### config.mk
export PLATFORM = sky130hd
export DESIGN_NAME = fft_output_reorder
export DESIGN_NICKNAME = d
export VERILOG_FILES = /design/src/rtl/fft_reorder_pkg.sv /design/src/rtl/reorder_bank.sv /design/src/rtl/fft_output_reorder.sv
export SDC_FILE = /design/constraint.sdc
export NUM_CORES = 1
export LEC_CHECK = 0
export ABC_CLOCK_PERIOD_IN_PS = 2000
export CORE_MARGIN = 3
export CORE_UTILIZATION = 55
export CTS_BUF_LIST = sky130_fd_sc_hd__clkbuf_8
export DETAILED_ROUTE_END_ITERATION = 8
export PLACE_DENSITY_LB_ADDON = 0.05
export SLEW_MARGIN = 20
export SYNTH_ARGS = -nofsm -noshare
export SYNTH_HDL_FRONTEND = slang
export SYNTH_HIERARCHICAL = 1
export SYNTH_SLANG_ARGS = --single-unit
### constraint.sdc
create_clock -name clk -period 2 [get_ports clk]
set_input_delay 0.2 -clock clk [delete_from_list [all_inputs] [get_ports clk]]
set_output_delay 0.2 -clock clk [all_outputs]
set_load 0.03 [all_outputs]
### src/rtl/fft_reorder_pkg.sv
// Shared types and helpers for the FFT output reorder buffer.
package fft_reorder_pkg;

    typedef enum logic {
        EMPTY = 1'b0,
        FULL  = 1'b1
    } bank_state_t;

    // Reverse the low 'width' bits of idx; unrolls to pure wiring.
    function automatic logic [31:0] bitrev(input logic [31:0] idx, input int width);
        logic [31:0] r;
        r = '0;
        for (int i = 0; i < 32; i++) begin
            if (i < width) r[i] = idx[width-1-i];
        end
        return r;
    endfunction

endpackage

### src/rtl/reorder_bank.sv
// One frame of sample storage: single write port, combinational read port, contents not reset.
module reorder_bank #(
    parameter int SAMPLES = 8,
    parameter int WIDTH   = 3,
    localparam int IDX_W  = $clog2(SAMPLES)
) (
    input  logic             clk,
    input  logic             we,
    input  logic [IDX_W-1:0] waddr,
    input  logic [WIDTH-1:0] wdata,
    input  logic [IDX_W-1:0] raddr,
    output logic [WIDTH-1:0] rdata
);

    logic [WIDTH-1:0] mem [SAMPLES];

    always_ff @(posedge clk) begin
        if (we) mem[waddr] <= wdata;
    end

    assign rdata = mem[raddr];

endmodule

### src/rtl/fft_output_reorder.sv
// Reorders one bit-reversed FFT frame into natural order over valid/ready streams.
// Define FFT_REORDER_PINGPONG_EN for two banks (fill while draining); default is one bank.
module fft_output_reorder
    import fft_reorder_pkg::*;
#(
    parameter int SAMPLES = 8,
    parameter int WIDTH   = 3,
    localparam int IDX_W  = $clog2(SAMPLES)
) (
    input  logic             clk,
    input  logic             reset,
    input  logic             in_valid,
    output logic             in_ready,
    input  logic [WIDTH-1:0] in_data,
    input  logic             in_last,
    output logic             out_valid,
    input  logic             out_ready,
    output logic [WIDTH-1:0] out_data,
    output logic [IDX_W-1:0] out_index,
    output logic             out_last,
    output logic             frame_err
);

`ifdef FFT_REORDER_PINGPONG_EN
    localparam int NB = 2;
`else
    localparam int NB = 1;
`endif
    localparam logic [IDX_W-1:0] LAST = IDX_W'(SAMPLES - 1);

    // Handshake: a beat moves only on a cycle where valid && ready; valid never waits on ready.
    logic             wr_fire, rd_fire;
    logic [IDX_W-1:0] wcnt, rcnt, waddr;
    logic             wbank, rbank;
    logic [WIDTH-1:0] rdata [NB];
    bank_state_t      state [NB];
    bank_state_t      state_next [NB];

    assign wr_fire = in_valid && in_ready;
    assign rd_fire = out_valid && out_ready;
    assign waddr   = IDX_W'(bitrev(32'(wcnt), IDX_W));

    for (genvar g = 0; g < NB; g++) begin : g_bank
        reorder_bank #(.SAMPLES(SAMPLES), .WIDTH(WIDTH)) u_bank (
            .clk   (clk),
            .we    (wr_fire && (wbank == 1'(g))),
            .waddr (waddr),
            .wdata (in_data),
            .raddr (rcnt),
            .rdata (rdata[g])
        );
    end

    // Bank state register
    always_ff @(posedge clk) begin
        if (reset) begin
            for (int b = 0; b < NB; b++) state[b] <= EMPTY;
        end else begin
            state <= state_next;
        end
    end

    // Write can only hit an EMPTY bank and read only a FULL one, so the two never collide.
    always_comb begin
        state_next = state;
        if (wr_fire && wcnt == LAST) state_next[wbank] = FULL;
        if (rd_fire && rcnt == LAST) state_next[rbank] = EMPTY;
    end

    always_comb begin
        in_ready  = (state[wbank] == EMPTY);
        out_valid = (state[rbank] == FULL);
        out_data  = out_valid ? rdata[rbank] : '0;
        out_index = rcnt;
        out_last  = out_valid && (rcnt == LAST);
    end

    always_ff @(posedge clk) begin
        if (reset) begin
            wcnt      <= '0;
            rcnt      <= '0;
            wbank     <= 1'b0;
            rbank     <= 1'b0;
            frame_err <= 1'b0;
        end else begin
            frame_err <= wr_fire && (in_last != (wcnt == LAST));
            if (wr_fire) begin
                wcnt <= (wcnt == LAST) ? '0 : wcnt + 1'b1;
`ifdef FFT_REORDER_PINGPONG_EN
                if (wcnt == LAST) wbank <= ~wbank;
`endif
            end
            if (rd_fire) begin
                rcnt <= (rcnt == LAST) ? '0 : rcnt + 1'b1;
`ifdef FFT_REORDER_PINGPONG_EN
                if (rcnt == LAST) rbank <= ~rbank;
`endif
            end
        end
    end

endmodule

After elaboration in Yosys (flattened, before gate mapping) --
Memories as Yosys holds them, arrays and structs flattened. A register that Yosys moved wholly into a read port is not among the register bits. Cells that the tools add are included.
Word-level totals: register bits 8, RAM bits 24, input bits 8, output and inout bits 10, word-level logic and storage cells 25, memories 1
Cells by class: add/subtract/negate cells 2, eq/ne operators 3, mux-type cells 7, bitwise operators 1, reductions and logical operators 7
Memories:
- g_bank[0].u_bank.mem | words 8, bits a word 3, rd ports 1, clocked after Yosys merged registers in 1, write ports 1, line reorder_bank.sv:15 | logic [WIDTH-1:0] mem [SAMPLES];
Operators by type and width (number):
- $mux 3 | 5
- $add 3x1->3 const B | 2
- $eq 3x3->1 const B | 2
- $logic_and 1x1->1 | 6
- $mux 1 | 2
- $reduce_or 2->1 | 1
- $ne 1x1->1 | 1
- $not 1->1 | 1

Logic depth before layout (Yosys ltp) --
Gate-level depths: netlist (run 1).
word-level depth 4, mapped depth 5, mapped depth without buffers 5

Modules after synthesis --
The synthesis (run 1) kept the hierarchy.
Modules (own cells, without submodules):
- reorder_bank | instances 1, cells each 47, area each 982.2 um^2, sequential area each 720.7 um^2
- fft_output_reorder | instances 1, cells each 43, area each 400.4 um^2, sequential area each 160.2 um^2

Worst setup path after synthesis (run 1) --
Ideal clock, no wire load.
path type flip-flop to output port, start point reg, netlist name out_index[0], end point out out_data[0], arrival 1.764 ns, data required time 1.800 ns, path slack 0.036 ns, cell stages (with the launch flop) 5, buffers on the path 1, cell sequence dfxtp_1 buf_6 mux4_1 mux2_2 and2_1
RTL lines:
- end: declaration | line fft_output_reorder.sv:18 | output logic [WIDTH-1:0] out_data,

==> results of run 1 <==
[cell usage after synthesis]
cell,number
edfxtp_1,24
nor2_1,13
dfxtp_1,8
mux4_1,6
nand2_1,5
and2_1,4
ha_1,4
mux2i_1,4
a21oi_1,3
mux2_2,3
nand2b_1,3
buf_6,2
nor3_1,2
a311oi_1,1
buf_1,1
buf_4,1
inv_1,1
nand2_2,1
nand3_1,1
nand4b_1,1
nor2b_2,1
xor2_1,1
[per-layer routing]
layer / vias to the layer above / part of all wire, %
li1: 391 / -
met1: 377 / 47
met2: 21 / 46
met3: 4 / 5.1
met4: 0 / 1.8
met5: - / 0
[state kept, by name, indices dropped and copies added (netlist names)]
signal	flops
out_index	3
frame_err	1
wcnt	3
g_bank.u_bank/mem	24
state	1
[layout by cell type (no fill, tap or decap), types with 2 or more instances in the layout]
master	Yosys	layout
mux2i_1	4	4
nand2_1	5	5
edfxtp_1	24	24
mux4_1	6	4
nor2_1	13	13
buf_4	1	6
buf_6	2	2
a21oi_1	3	3
mux4_2	0	2
nor3_1	2	2
and2_1	4	3
clkbuf_8	0	5
ha_1	4	4
nand2b_1	3	3
mux2_2	3	2
clkdlybuf4s50_1	0	13
inv_1	1	3
dfxtp_1	8	7
[report_power, final]
group          internal, mW  switching, mW
sequential            0.729        0.00875
clock                 0.231          0.213
combinational        0.0358         0.0324
total                 0.997          0.254
[path summary, 6_finish.rpt]
path	from	to	slack, ns	cells after the start
worst max-delay path	out_index[0]	out_data[2]	-0.05	6
worst min-delay path	wcnt[0]	wcnt[0]	0.56	2
worst max register to register	out_index[0]	out_index[1]	0.49	7
worst min register to register	wcnt[0]	wcnt[0]	0.56	2
[logic make-up after synthesis]
kind of cell             after synthesis  synth area share (%)
buffers and inverters                  5                  2.71
XOR/XNOR                               1                 0.634
adder cells (fa/ha/maj)                4                  3.62
AO/OA/AOI/OAI                          4                  1.72
flip-flops                            32                  63.7
AND/OR/NAND/NOR                       31                  10.9
multiplexers                          13                  16.7
[worst max-delay path, delay by kind of cell, from the launching register on]
family | cells | cell delay (ns)
multiplexers | 2 | 0.75
AND/OR/NAND/NOR | 1 | 0.15
buffers and inverters | 3 | 0.34
flip-flops | 1 | 0.34
[cell type report]
| type | instances | area [sq um] | share of cell area [%] |
|---|---|---|---|
| Multi-Input combinational cell | 53 | 463 | 27.3 |
| Clock inverter | 3 | 11.3 | 0.664 |
| Tap cell | 28 | 35.0 | 2.06 |
| Sequential cell | 32 | 882 | 52.0 |
| Inverter | 1 | 3.75 | 0.221 |
| Clock buffer | 5 | 68.8 | 4.06 |
| Timing Repair Buffer | 24 | 233 | 13.7 |
[timing repair]
action	4_1_cts	5_1_grt
pin swaps	0	0
gates resized for setup	20	6
setup endpoints to repair	4	4
buffers inserted	1	0
==> flow_metrics.env, run 1 <==
export IMPL_crit_arrival_ns=1.85
export IMPL_worstPathCellList="buf_12, buf_6, mux4_2, mux2_4, and2_4, buf_6"
export IMPL_die_w_um=56.1
export IMPL_ys_types=22
export IMPL_num_rows=17
export IMPL_place_gp_congestion=0.759
export IMPL_grt_max_degree=13
export IMPL_status="complete, but fails checks"
export IMPL_worst_slew_margin_rel_pct=70.9
export IMPL_cts_buffer_depth=2
export IMPL_finalCriticalPeriod_ns=2.05
export IMPL_rsz0062_at_grt="true"
export IMPL_cp_max_fo=7
export IMPL_final_util_pct=73.9
export IMPL_ant_nets=0
export IMPL_drv_slew=0
export IMPL_ys_seq_area_share_pct=63.7
export IMPL_synthCells=90
export IMPL_cts_root_buf="clkbuf_8"
export IMPL_top_usage_layer="met2"
export IMPL_holdWs_ns=0.561
export IMPL_via_count=793
export IMPL_path_class="register to output port"
export IMPL_antenna_found_initial=0
export IMPL_cp_end_kind="output port"
export IMPL_instances_no_fill=146
export IMPL_tritoncts="done"
export IMPL_worst_pin_slew_ns=0.433
export IMPL_insertedDiodeCount=0
export IMPL_initial_core_util_pct=60.2
export IMPL_ys_top_cells_by_area="edfxtp_1 52%, dfxtp_1 12%, mux4_1 11%"
export IMPL_max_vdd_ir_drop_mv=0.748
export IMPL_yosysWarnings=6
export IMPL_grt_met2_usage_pct=23.5
export IMPL_viasPerCell=5.43
export IMPL_io_pins=18
export IMPL_synth_top_area_share_pct=52.1
export IMPL_total_power_mw=1.25
export IMPL_post_drt_wl_per_cell_um=15.5
export IMPL_grt_ovfl_total=0
export IMPL_drt_iter0_drc=18
export IMPL_core_area_sq_mm=0.00230
export IMPL_drive_above_1_share_pct=20.3
export IMPL_avgSynthCellArea_sq_um=15.4
export IMPL_finalCritPeriodShare_pct=103
export IMPL_min_path_type="register to register"
export IMPL_die_y_um=56.1
export IMPL_dieArea_sq_mm=0.00315
export IMPL_syn_num_nets=102
export IMPL_cpPeakStageDelay_ns=0.48
export IMPL_power_leakage_nw=0.633
export IMPL_startpoint_type="register"
export IMPL_wl_um=2260
export IMPL_gr_usage_met1_pct=21.5
export IMPL_fill_cells=148
export IMPL_cp_common_cell="buf_6"
export IMPL_placed_area_sq_mm=0.00161
export IMPL_cp_slowest_cell="mux4_2"
export IMPL_dp_hpwl_um=1640
export IMPL_violations="setup timing"
export IMPL_fin_nets=129
export IMPL_synth_seq_cells=32
export IMPL_finalWorstSetupSlack_ns=-0.0527
export IMPL_dp_cells=137
export IMPL_p_per_area_mw_per_mm2=737
export IMPL_grt_pass1_vias=746
export IMPL_ctsHtreeMaxLevel=2
export IMPL_grtUsageMet3_pct=4.87
export IMPL_preCtsSetupSlack_ns=-0.211
export IMPL_hold_buffers=0
export IMPL_finalClockSkew_ns=0.00583
export IMPL_clk_insertion_delay_late_ns=0.27
export IMPL_critical_path_required_ns=1.80
export IMPL_fmax_mhz=487
export IMPL_hold_violations=0
export IMPL_max_cap_viol_count=0
export IMPL_cts_buffers=5
export IMPL_firstDrtPassIters=4
export IMPL_clkSinkCount=32
export IMPL_setup_viol_count_final=3
export IMPL_track_usage_pct=16.2
export IMPL_synth_area_sq_mm=0.00138
export IMPL_io_buffer_count=17
export IMPL_remaining_drc_errors=0
export IMPL_area_growth_pct=22.7
export IMPL_yosys_area_top_type="edfxtp_1"
export IMPL_fin_setup_tns_ns=-0.131
export IMPL_grt_pass1_wl_um=3690
export IMPL_clk_pin_slew_ns=0.06
export IMPL_stdcell_area_sq_mm=0.00170
Power figures use the tool's default switching activity.
==> inputs of run 2 (changes only) <==
- SKIP_LAST_GASP: default -> 1
==> results of run 2 <==
The final DEF is identical to that of run 1; final timing and power are the same.
